### src/rtl/fifo_word_packer.sv
// Pops bytes from an 8-bit fifo and packs them into BYTES_PER_WORD-byte words on a valid/ready output.
// Optional macro PACKER_PARITY_EN adds a per-lane even-parity output registered with word_data.
module fifo_word_packer #(
  parameter int BYTES_PER_WORD = 4,
  parameter int MAX_DATA       = 16
) (
  input  logic                              clk,
  input  logic                              rst_n,
  input  logic                              fifo_empty,
  input  logic [7:0]                        fifo_rdata,
  output logic                              fifo_ren,
  input  logic                              flush,
  output logic [8*BYTES_PER_WORD-1:0]       word_data,
  output logic [$clog2(BYTES_PER_WORD):0]   word_bytes,
  output logic                              word_valid,
  input  logic                              word_ready
`ifdef PACKER_PARITY_EN
  ,
  output logic [BYTES_PER_WORD-1:0]         word_parity
`endif
);

  localparam int IW = $clog2(BYTES_PER_WORD) + 1;
  localparam logic [IW-1:0] FULL_CNT = IW'(BYTES_PER_WORD);

  if (BYTES_PER_WORD < 2 || BYTES_PER_WORD > 8 || MAX_DATA < 1) begin : g_bad_cfg
    $error("fifo_word_packer: unsupported BYTES_PER_WORD or MAX_DATA");
  end

  typedef enum logic [1:0] {
    FILL  = 2'b00,
    DRAIN = 2'b01,
    STALL = 2'b10
  } state_t;

  function automatic logic [BYTES_PER_WORD-1:0] lane_parity(input logic [8*BYTES_PER_WORD-1:0] w);
    logic [BYTES_PER_WORD-1:0] p;
    p = '0;
    for (int i = 0; i < BYTES_PER_WORD; i++) begin
      p[i] = ^w[8*i +: 8];
    end
    return p;
  endfunction

  state_t                                state_q, state_d;
  logic [BYTES_PER_WORD-1:0][7:0]        buf_q, buf_d, asm_s;
  logic [IW-1:0]                         index_q, index_d, fill_cnt_s;
  logic                                  inflight_q, inflight_d;
  logic                                  run_q;
  logic [8*BYTES_PER_WORD-1:0]           data_q, data_d;
  logic [IW-1:0]                         bytes_q, bytes_d;
  logic                                  valid_q, valid_d;
  logic                                  ren_s, xfer_s, out_free_s, full_s, avail_s;
`ifdef PACKER_PARITY_EN
  logic [BYTES_PER_WORD-1:0]             parity_q, parity_d;
`endif

  // Next-state, capture, transfer and read-issue decisions.
  always_comb begin
    asm_s = buf_q;
    for (int i = 0; i < BYTES_PER_WORD; i++) begin
      if (inflight_q && index_q == IW'(i)) begin
        asm_s[i] = fifo_rdata;
      end else begin
        asm_s[i] = buf_q[i];
      end
    end
    // fill_cnt_s counts the byte landing this cycle, so completion and transfer share its edge.
    fill_cnt_s = index_q + IW'(inflight_q);
    out_free_s = !valid_q || word_ready;
    full_s     = (fill_cnt_s == FULL_CNT);
    avail_s    = run_q && !fifo_empty;

    state_d    = state_q;
    buf_d      = asm_s;
    index_d    = fill_cnt_s;
    inflight_d = 1'b0;
    ren_s      = 1'b0;
    xfer_s     = 1'b0;

    case (state_q)
      FILL: begin
        if (full_s) begin
          if (out_free_s) begin
            xfer_s  = 1'b1;
            ren_s   = avail_s;
            state_d = (flush && ren_s) ? DRAIN : FILL;
          end else begin
            state_d = STALL;
          end
        end else begin
          ren_s = avail_s;
          if (flush && (fill_cnt_s != '0 || ren_s)) begin
            state_d = DRAIN;
          end else begin
            state_d = FILL;
          end
        end
        inflight_d = ren_s;
      end
      DRAIN, STALL: begin
        if (out_free_s) begin
          xfer_s  = 1'b1;
          state_d = FILL;
        end else begin
          state_d = state_q;
        end
      end
      default: begin
        state_d = FILL;
        buf_d   = '0;
        index_d = '0;
      end
    endcase

    if (xfer_s) begin
      buf_d   = '0;
      index_d = '0;
    end else begin
      index_d = index_d;
    end

    valid_d = valid_q;
    data_d  = data_q;
    bytes_d = bytes_q;
    if (xfer_s) begin
      valid_d = 1'b1;
      data_d  = asm_s;
      bytes_d = fill_cnt_s;
    end else if (word_ready) begin
      valid_d = 1'b0;
    end else begin
      valid_d = valid_q;
    end
`ifdef PACKER_PARITY_EN
    if (xfer_s) begin
      parity_d = lane_parity(asm_s);
    end else begin
      parity_d = parity_q;
    end
`endif
  end

  // Assembly, control and output registers.
  always_ff @(posedge clk or negedge rst_n) begin
    if (!rst_n) begin
      state_q    <= FILL;
      buf_q      <= '0;
      index_q    <= '0;
      inflight_q <= 1'b0;
      run_q      <= 1'b0;
      data_q     <= '0;
      bytes_q    <= '0;
      valid_q    <= 1'b0;
`ifdef PACKER_PARITY_EN
      parity_q   <= '0;
`endif
    end else begin
      state_q    <= state_d;
      buf_q      <= buf_d;
      index_q    <= index_d;
      inflight_q <= inflight_d;
      run_q      <= 1'b1;
      data_q     <= data_d;
      bytes_q    <= bytes_d;
      valid_q    <= valid_d;
`ifdef PACKER_PARITY_EN
      parity_q   <= parity_d;
`endif
    end
  end

  assign fifo_ren   = ren_s;
  assign word_data  = data_q;
  assign word_bytes = bytes_q;
  assign word_valid = valid_q;
`ifdef PACKER_PARITY_EN
  assign word_parity = parity_q;
`endif

endmodule

### config.mk
export PLATFORM = sky130hd
export DESIGN_NAME = fifo_word_packer
export DESIGN_NICKNAME = d
export VERILOG_FILES = /design/src/rtl/fifo_word_packer.sv
export SDC_FILE = /design/constraint.sdc
export NUM_CORES = 1
export LEC_CHECK = 0
export ABC_AREA = 1
export CORE_MARGIN = 3
export CORE_UTILIZATION = 49
export CTS_CLUSTER_DIAMETER = 30
export DETAILED_ROUTE_END_ITERATION = 12
export GPL_TIMING_DRIVEN = 0
export PLACE_DENSITY = 0.84
export SYNTH_ARGS = -nofsm -noshare
export SYNTH_HDL_FRONTEND = slang
export SYNTH_SLANG_ARGS = --single-unit
### constraint.sdc
create_clock -name clk -period 1.8 [get_ports clk]
set_input_delay 0.18 -clock clk [delete_from_list [all_inputs] [get_ports clk]]
set_output_delay 0.18 -clock clk [all_outputs]
set_load 0.02 [all_outputs]
# ---- Word level (Yosys, flattened, before mapping)
# Cells that the tools add are included.
dict set report totals {
  reg_bits 75
  inputBits 13
  elab_cells 58
}
dict set report op_classes {
  n_addsub 1
  eq_ne 7
  n_mux 22
  n_reduce_logical 17
}
# op count
set ops {}
lappend ops {{32-bit 2-to-1 mux} 2}
lappend ops {{8-bit 2-to-1 mux} 4}
lappend ops {{1-bit 2-to-1 mux} 9}
lappend ops {{1-bit logical AND} 7}
lappend ops {{3-bit by 2-bit == test with 1-bit output (second input constant)} 2}
lappend ops {{2-bit 2-to-1 mux} 3}
lappend ops {{3-bit 2-to-1 mux} 2}
lappend ops {{2-bit one-hot mux with 2 select lines} 1}
lappend ops {{3-bit by 1-bit adder with 3-bit output} 1}
lappend ops {{3-bit by 1-bit == test with 1-bit output (second input constant)} 1}
lappend ops {{3-bit == test (second input constant)} 1}
lappend ops {{3-bit logical NOT} 1}
lappend ops {{3-bit nonzero test} 1}
lappend ops {{3-bit OR reduction} 1}
lappend ops {{2-bit by 1-bit == test with 1-bit output (second input constant)} 1}
lappend ops {{2-bit == test (second input constant)} 1}
lappend ops {{1-bit logical NOT} 2}
lappend ops {{2-bit logical NOT} 1}
lappend ops {{1-bit logical OR} 2}
lappend ops {{2-bit != test (second input constant)} 1}
lappend ops {{1-bit one-hot mux with 2 select lines} 1}
lappend ops {{2-bit nonzero test} 1}
lappend ops {{2-bit OR reduction} 1}

# ---- Depth between registers and ports, before layout
# Gate-level depths: netlist of run 1.
dict set report depth {
  word_depth 7
  ltp_mapped 10
}

# ---- Least setup slack after synthesis of run 1
# No wires, ideal clock.
dict set report synth_timing {
  path_type {register to register}
  startpoint {reg index_q[0]}
  endpoint {reg buf_q[1] (netlist name)}
  arrival_ns 1.664
  t_required_ns 1.685
  slack_ns 0.021
  path_stages_with_launch 10
  path_cell_list {dfrtp_1 -> ha_1 -> ha_1 -> nor2_1 -> nand4_2 -> nand2_4 -> nand2_8 -> inv_6 -> buf_12 -> nor2_2}
}
# item line_no
set synth_lines {}
lappend synth_lines {{from (decl)} 47} ;# logic [IW-1:0] index_q, index_d, fill_cnt_s;
lappend synth_lines {{from (signal assigned)} 161} ;# index_q <= index_d;
lappend synth_lines {{to (signal assigned)} 160} ;# buf_q <= buf_d;
lappend synth_lines {{to (decl)} 46} ;# logic [BYTES_PER_WORD-1:0][7:0] buf_q, buf_d, asm_s;

# ---- Final worst setup path of run 1
dict set report layout_timing {
  startpoint {reg index_q[0]}
  endpoint {out fifo_ren}
}
dict set report layout_via {
  elab_chain_cells 4
}
# item line_no
set layout_lines {}
lappend layout_lines {{3-bit by 1-bit adder with 3-bit output} 69} ;# fill_cnt_s = index_q + IW'(inflight_q);
lappend layout_lines {{3-bit == test} 71} ;# full_s = (fill_cnt_s == FULL_CNT);
lappend layout_lines {{1-bit 2-to-1 mux} 83} ;# if (full_s) begin
lappend layout_lines {{1-bit 2-to-1 mux} 81} ;# case (state_q)
lappend layout_lines {{to (decl)} 11} ;# output logic fifo_ren,
# Every way passes these cells.

==> summary.md, run 1 <==
Busiest metal layer after global routing: met2. After clock tree synthesis, the clock-pin slew on the worst setup and hold paths is 0.07 ns. Post-synthesis xor/xnor area fraction: 0%. The filler cells instantiated in the layout total 565. The run gives 1440 um2 as the area used by multi-input combinational logic. Data on the critical path is required at its endpoint by 1.62 ns. For this run, the register share of the synthesized area comes to 54.0%. In the final routed layout, each cell accounts on average for 15.1 um. For the number of clock buffers inserted by TritonCTS, the log shows 9.

The critical path goes through ha_2, ha_4, inv_2, nand2_2, and2_4, nand3_2, and3_4, buf_6. The logs give 2 for the buffer levels on the longest clock path and 0.36 ns for the clock latency on the worst-skew pair. Input and output buffers added on the ports amount to 49. The synthesized netlist devotes 0.144% of its cell area to compound gates.

The share of the core filled with cells in the final layout was 66.2%. Standard cell with the maximum stage delay on the critical path: dfrtp_1. Of the total synthesized cell area, the portion taken by AND, OR, NAND and NOR gates is 38.5%.

In this run the power density over the cells is 1820 nW/um2. The tools report the first-pass GRT wire length as 14.6 mm. The detailed router finished its first iteration with 356 violations.

The last weighted congestion value of the routability-driven placer came out at 0.934. Counting both buffers and inverters, the worst setup path holds a total of 2. The stage delay of the slowest cell on the critical path came out at 0.40 ns. By area the synthesized netlist is led by dfrtp_1 (54%), nand2_1 (19%), nand3_1 (7.1%). The via count of the first global-routing pass was 2977; the total congestion overflow was 0. Global routing used 22.6% of the available tracks across all layers.

Cells with a size suffix above 1 make up 14.4% of the layout. The clock drives 75 sinks. During synthesis, Yosys emitted a total of 0 warnings. Synthesis produced a netlist whose cell count is 413. dfrtp_1 takes more of the synthesized area than any other cell.

Counting I/O delays and the setup requirement, the final critical path takes 1.92 ns. Relative area change from synthesis to final layout: 30.3%. The number of antenna violations at the first check in global routing is 0, and the area of the die is 8130 um2. The finished cells cover 4530 um2. The tools report the number of core rows as 30. Global routing consumed, on the met1 layer, 29.8% of the routing resources. TritonCTS built the clock tree. The pin count of the biggest net entering global routing was 74. The summed negative setup slack over all endpoints was -0.123 ns.

In this run the tightest slew margin relative to its limit is 62.7%. Across the run, the number of max-cap violations was 0. After floorplanning, the core was sized to cover 6830 um2. For this configuration, the core starts out at a cell density of 50.8%. The run gives -0.123 ns as the final worst setup slack. In this run the static leakage power is 2.29 nW.

The number of nets handed over by synthesis was 430. The run gives 4 as the length of the first detailed-routing pass in iterations. The tools report the number of nets at the end of the flow as 499. The routed layout has 3023 vias. The type of destination of the critical path was an output pin. For the final wirelength, the log shows 8.80 mm. After synthesis, the share of flip-flops with an asynchronous set or reset is 100%. Fraction of synthesized cell area taken by the top area cell type: 54.0%. The post-synthesis cell type count came out at 27. For this run, design rule violations remaining after detail routing come to 0.

By count the netlist is led by nand2_1 (176), dfrtp_1 (75), nand3_1 (49), nor2_1 (29), nand4_1 (24). The worst setup path is launched from a flip-flop. The run gives 0 as the post-detailed-route count of antenna-violating nets. The placed instances occupy a cell area of 4110 um2.

The maximum VDD drop was 1.31 mV; the worst-path maximum fanout was 2. The final clock period utilization by the worst path came out at 107%. The average footprint of a synthesized cell came out at 8.41 um2.

The average vias per placed instance came out at 5.19. The die is 90.2 um wide. The tools report the number of hold-slack violations in the final timing report as 0.

Critical path's top delay family: simple AND/OR/NAND/NOR gates. The min-delay analysis places its worst path in the category primary input to async pin. The tools report the number of failing setup endpoints in the final timing report as 1. The classification of the worst setup path is flip-flop to output pin. The tree is rooted in a clkbuf_8. Global routing used 4.35% of the available met3 tracks.

The H-tree was split into 3 levels. Dominant synthesized flop cell: dfrtp_1. For flop-to-flop paths, the worst setup slack is 0.01 ns. The global routing usage on met2 is 36.3%. The checks that failed: setup timing. The run gives 0.00302 ns as the post-route clock skew. The number of enable-type register cells in the synthesized netlist was 0; the maximum clock rate was 520 MHz. The run finished, with violations left.

The die boundary height works out to 90.2 um. The transition time at the pin with the least slew margin works out to 0.559 ns. The count of pins on the block boundary was 50; the antenna cell count was 0. Post-synthesis register bit count: 75.

The multiplexer fraction of the synthesized cell area was 0%. The post-synthesis share of cell area spent on full adders, half adders and majority gates is 1.44%. The cell with the most instances after synthesis is nand2_1. The dominant combinational cell family by area after synthesis was simple AND/OR/NAND/NOR gates.

After synthesis the cells add up to 3470 um2. STA puts the critical path data arrival time at 1.74 ns. The tools report the placed wire-length estimate as 5.94 mm. Setup repair after global routing could not meet its margin everywhere. The number of max-slew violations in the final report is 0. Summing all flip-flop and latch instances after layout gives 1880 um2.
-- worst paths after layout --
check | start | end | depth (start not counted)
worst min register to register | word_data[23] | word_data[23] | 2
max in group asynchronous | rst_n | word_data[31] | 3
worst max register to register | index_q[0] | buf_q[14] | 9
worst min-delay path | rst_n | word_data[28] | 2
worst max-delay path | index_q[0] | fifo_ren | 8
min in group clk | word_ready | word_valid | 2
-- state kept, by name, summed over array words and instances, names as in the netlist --
| register | flops |
|---|---|
| word_data | 32 |
| run_q | 1 |
| index_q | 3 |
| word_valid | 1 |
| state_q | 2 |
| inflight_q | 1 |
| word_bytes | 3 |
| buf_q | 32 |
-- layout make-up --
| cell class | count | share of cell area (%) |
|---|---|---|
| inverter | 12 | 1.16 |
| buffer | 19 | 3.51 |
| sequential | 75 | 41.5 |
| clock inverter | 4 | 2.65 |
| clock buffer | 12 | 3.43 |
| timing repair buffer | 59 | 13.4 |
| tap | 96 | 2.65 |
| multi-input combinational | 306 | 31.8 |
-- cell usage in the layout (no fill, tap or decap), types with 2 or more instances in the layout --
cell	netlist	final
buf_2	6	6
buf_4	4	11
buf_6	5	2
buf_8	0	4
bufinv_16	0	4
clkbuf_1	3	4
clkbuf_8	0	11
clkdlybuf4s50_1	0	47
clkinv_1	3	3
dfrtp_1	75	75
ha_1	4	2
inv_1	7	6
inv_2	1	2
nand2_1	176	175
nand2_2	1	2
nand3_1	49	47
nand3_2	0	2
nand4_1	24	24
nor2_1	29	28
nor2_2	12	12
nor2_4	2	3
-- worst register-to-register path: stages (launching register included) --
cell     delay (ns)
dfrtp_1        0.40
ha_2           0.21
ha_4           0.25
nor2_4         0.11
nand4_2        0.13
nand2_4        0.14
nand2_8        0.14
inv_8          0.12
buf_8          0.14
nor2_1         0.06
-- kinds of logic (layout without fill, tap and decap cells) --
group                    after synthesis  after routing
other                                  1              1
buffers and inverters                 32            106
AND/OR/NAND/NOR                      300            300
adder cells (fa/ha/maj)                4              4
AO/OA/AOI/OAI                          1              1
flip-flops                            75             75
-- where the power goes --
part	total, mW	switching (mW)	internal (mW)	leakage, nW
Combinational	3.96	2.35	1.60	1.13
Sequential	2.50	0.258	2.24	1.02
Clock	1.76	0.621	1.14	0.137
Total	8.21	3.23	4.98	2.29
-- per-stage QoR --
step                      power [mW]  hold WS, ns  setup WS (ns)  std cells
final                           8.21        0.155         -0.123        583
after global routing            8.71        0.163         -0.172        583
after CTS                       8.08        0.151        -0.0989        582
after detailed placement        6.12      -0.0122         -0.382        559
after global placement          5.98        0.454          -1.96        558
after floorplan                 4.91       -0.116         0.0207        413
-- per-layer routing --
layer  vias up  part of all wire, %
li1       1465                    -
met1      1448                   42
met2        93                   50
met3        17                  6.2
met4         0                  2.0
met5         -                    0
-- what timing repair did --
item                       in CTS  in global routing
hold buffers                    1                  0
setup endpoints to repair      72                 67
gates resized for setup        15                  6
hold endpoints to repair       75                  0
cloned                          0                  1
pin swaps                       2                  2
setup buffers                   6                  1
No activity file was read; power rests on OpenSTA's default activity.
==> run 2: changes to the inputs <==
Settings changed: CTS_CLUSTER_DIAMETER 30 to 80.
==> results of run 2 <==
Final layout, timing and power as in run 1 (identical DEF).
==> run 3: changes to the inputs <==
Settings changed: CAP_MARGIN set to 10, CORE_UTILIZATION 49 to 57, DONT_BUFFER_PORTS set to 1, PLACE_DENSITY 0.84 to 0.83.
==> run 3 against run 2 <==
Net effect: the run ends with hold timing, setup timing left; total power fell by 14%; sequential share of layout area up 6.6 points; via count fell by 3.7%; first-iteration DRC count fell by 14%; combinational power decreased by 22%; global-route usage rose by 2.6 points; fmax increased by 5.5%; clock skew up 0.0014 ns; worst hold slack worse by 0.63 ns; clock-buffer cell count stayed put; largest cell class unchanged; highest routed layer unchanged.
==> summary.md, run 3 (synthesized netlist as in run 1, its figures left out) <==
The startpoint type of the worst setup path was a flip-flop. TritonCTS built the clock tree. In the global route stage, overall resource usage came out at 25.2%.

STA puts the critical path data arrival time at 1.64 ns. Summing all placed instances gives a cell area of 3560 um2. Once the floorplan was initialized, standard cells occupied 60.8% of the core. Topmost layer with routed signal wires: met4.

The post-route clock skew was 0.00446 ns; the finished layout cell area was 3900 um2. Row generation in the floorplan step produced 27 rows. The logs give 1 for the number of failing setup endpoints in the final timing report and 5710 um2 for the area of the placeable core.

Entering global routing, the biggest net connects 76 pins. Power comes to 7.09 mW. After the flow finishes, the layout carries non-filler instances totaling 509. After global routing the overflow that remains totals 0.

At the end of routability-driven placement, the weighted congestion stood at 0.911. The worst setup path is of the flip-flop to output pin kind. The tree is rooted in a clkbuf_8.

The signal on the critical path passes through ha_2, ha_4, inv_2, nand2_2, and2_4, nand3_4, and3_4. The mean routed wirelength per cell was 16.7 um. The tools report the buffer levels on the longest clock path as 2. The data required time of the worst path was 1.62 ns. The met1 wire length came out at 3.69 mm. Most common cell after layout, fill and taps aside: nand2_1. The number of placed instances with taps included was 485; the number of nets at the end of the flow was 453. The horizontal die dimension is 84.1 um. In this run the number of H-tree levels came out at 3.

The final worst setup slack was -0.0222 ns; the clock-pin transition on the worst setup and hold timing paths was 0.07 ns. The number of antenna violations at the first check in global routing was 0; the minimum clock period was 1.82 ns. The logs give 549 MHz for the maximum clock rate and 7070 um2 for the area of the die. In the layout the commonest cells are nand2_1 (175), dfrtp_1 (75), nand3_1 (48). The first global-routing pass estimated 14.0 mm of wire. The port buffer count came out at 0.

On the worst path, the slowest cell contributes a delay of 0.39 ns. The checks that failed: hold timing, setup timing. Share of final-layout standard cells stronger than drive strength 1: 15.3%.

The total length of routed met2 wires is 4.04 mm. The share of the core filled with cells in the final layout came out at 68.4%. The number of hold-slack violations in the final timing report was 75. Using the TritonRoute via totals, the vias-per-cell ratio works out to 5.72. In this run the worst hold path is classified as primary input to async pin. Once detail routing completed, the nets flagged for antenna violations numbered 0.

The floorplan step set the die height to 84.1 um. Clock latency on the worst-skew pair: 0.34 ns. The number of hold buffers added after cts was 1; the count of pins on the block boundary was 50.

The worst hold margin is -0.479 ns. STA classifies the critical path endpoint as an output pin. Clock tree synthesis inserted a total of 9 buffers.

Of the available clock period, the critical path in the final layout requires 101%. For this design the static power due to leakage is 2.06 nW. The logs give 0 for the number of max-slew violations in the final report and 0 for the remaining routing DRC violations. After the first detailed-routing iteration, the DRC count stood at 305.

The largest individual stage delay along the critical path comes from the cell dfrtp_1. In this run the worst path has a maximum fanout of 2. The repair_antennas step left the layout with diodes totalling 0.

Setup repair after global routing could not meet its margin everywhere. In this run the power density over the cells is 1820 nW/um2. The HPWL after detailed placement is 5.52 mm. The logs give 2883 for the via count of the first global-routing pass and 0 for the count of maximum capacitance violations.

The number of vias in the routed layout was 2911; the relative area change from synthesis to final layout was 12.4%. Length of the first detailed-routing pass in iterations: 5. Met3 layer wire length in the routed design: 568 um. The flow ran to the end, but the final reports show violations. For the final wirelength, the log shows 8.51 mm.

The clock net sink count is 75, and the maximum VDD drop is 1.12 mV.
==> run 3: cell types whose count changed in the layout (fill, tap and decap cells not counted), moves of 2 or more <==
cell / previous run / this run
clkdlybuf4s50_1: 47 / 0
bufinv_16: 4 / 0
buf_4: 11 / 13
nand3_2: 2 / 0
==> run 3: timing repair <==
action | 4_1_cts | 5_1_grt
resized for setup | 8 | 10
hold endpoints to repair | 76 | 75
pin swaps | 2 | 2
gates cloned | 0 | 2
endpoints found under the setup margin | 70 | 62
setup buffers | 4 | 5
==> run 3: cell type report <==
cell class,instances,area (um2)
plain buffers,20,163
clock buffers,12,155
fillers,424,1810
inverters,12,57.6
multi-input cells,307,1460
flip-flops and latches,75,1880
well taps,72,90.1
repair buffers,11,103
==> run 3: stage by stage <==
step	setup WS (ns)	setup TNS [ns]
2_1_floorplan	0.0207	0
3_3_place_gp	-0.135	-6.62
3_5_place_dp	-0.165	-8.10
4_1_cts	-0.00411	-0.00411
5_1_grt	-0.0687	-0.362
6_report	-0.0222	-0.0222
==> run 3: path summary, 6_finish.rpt <==
kind / start / endpoint / slack (ns) / cells after the start
min in group clk: flush / state_q[0] / 0.05 / 4
min reg2reg: state_q[0] / state_q[0] / 0.57 / 2
max: index_q[0] / fifo_ren / -0.02 / 7
min: rst_n / buf_q[5] / -0.48 / 0
max reg2reg: index_q[0] / buf_q[22] / 0.03 / 9
max in group asynchronous: rst_n / buf_q[27] / 2.17 / 0
==> run 3: worst max-delay path: cells and delay by family, from the launching register on <==
kind | cells | cell delay, ns
and+or+nand+nor | 4 | 0.49
DFF | 1 | 0.39
adders and majority gates | 2 | 0.37
buffers and inverters | 1 | 0.05
==> run 3: per-layer routing <==
metal | GRT usage (%) | up-vias
met5 | 0 | -
met4 | 10.1 | 0
met3 | 5.73 | 25
met2 | 40.5 | 108
met1 | 33.1 | 1406
li1 | - | 1372
==> run 3: report_power, final <==
part,internal [mW],switching [mW],total [mW]
clock network,0.547,0.566,1.11
logic,1.16,1.92,3.08
registers,2.24,0.653,2.89
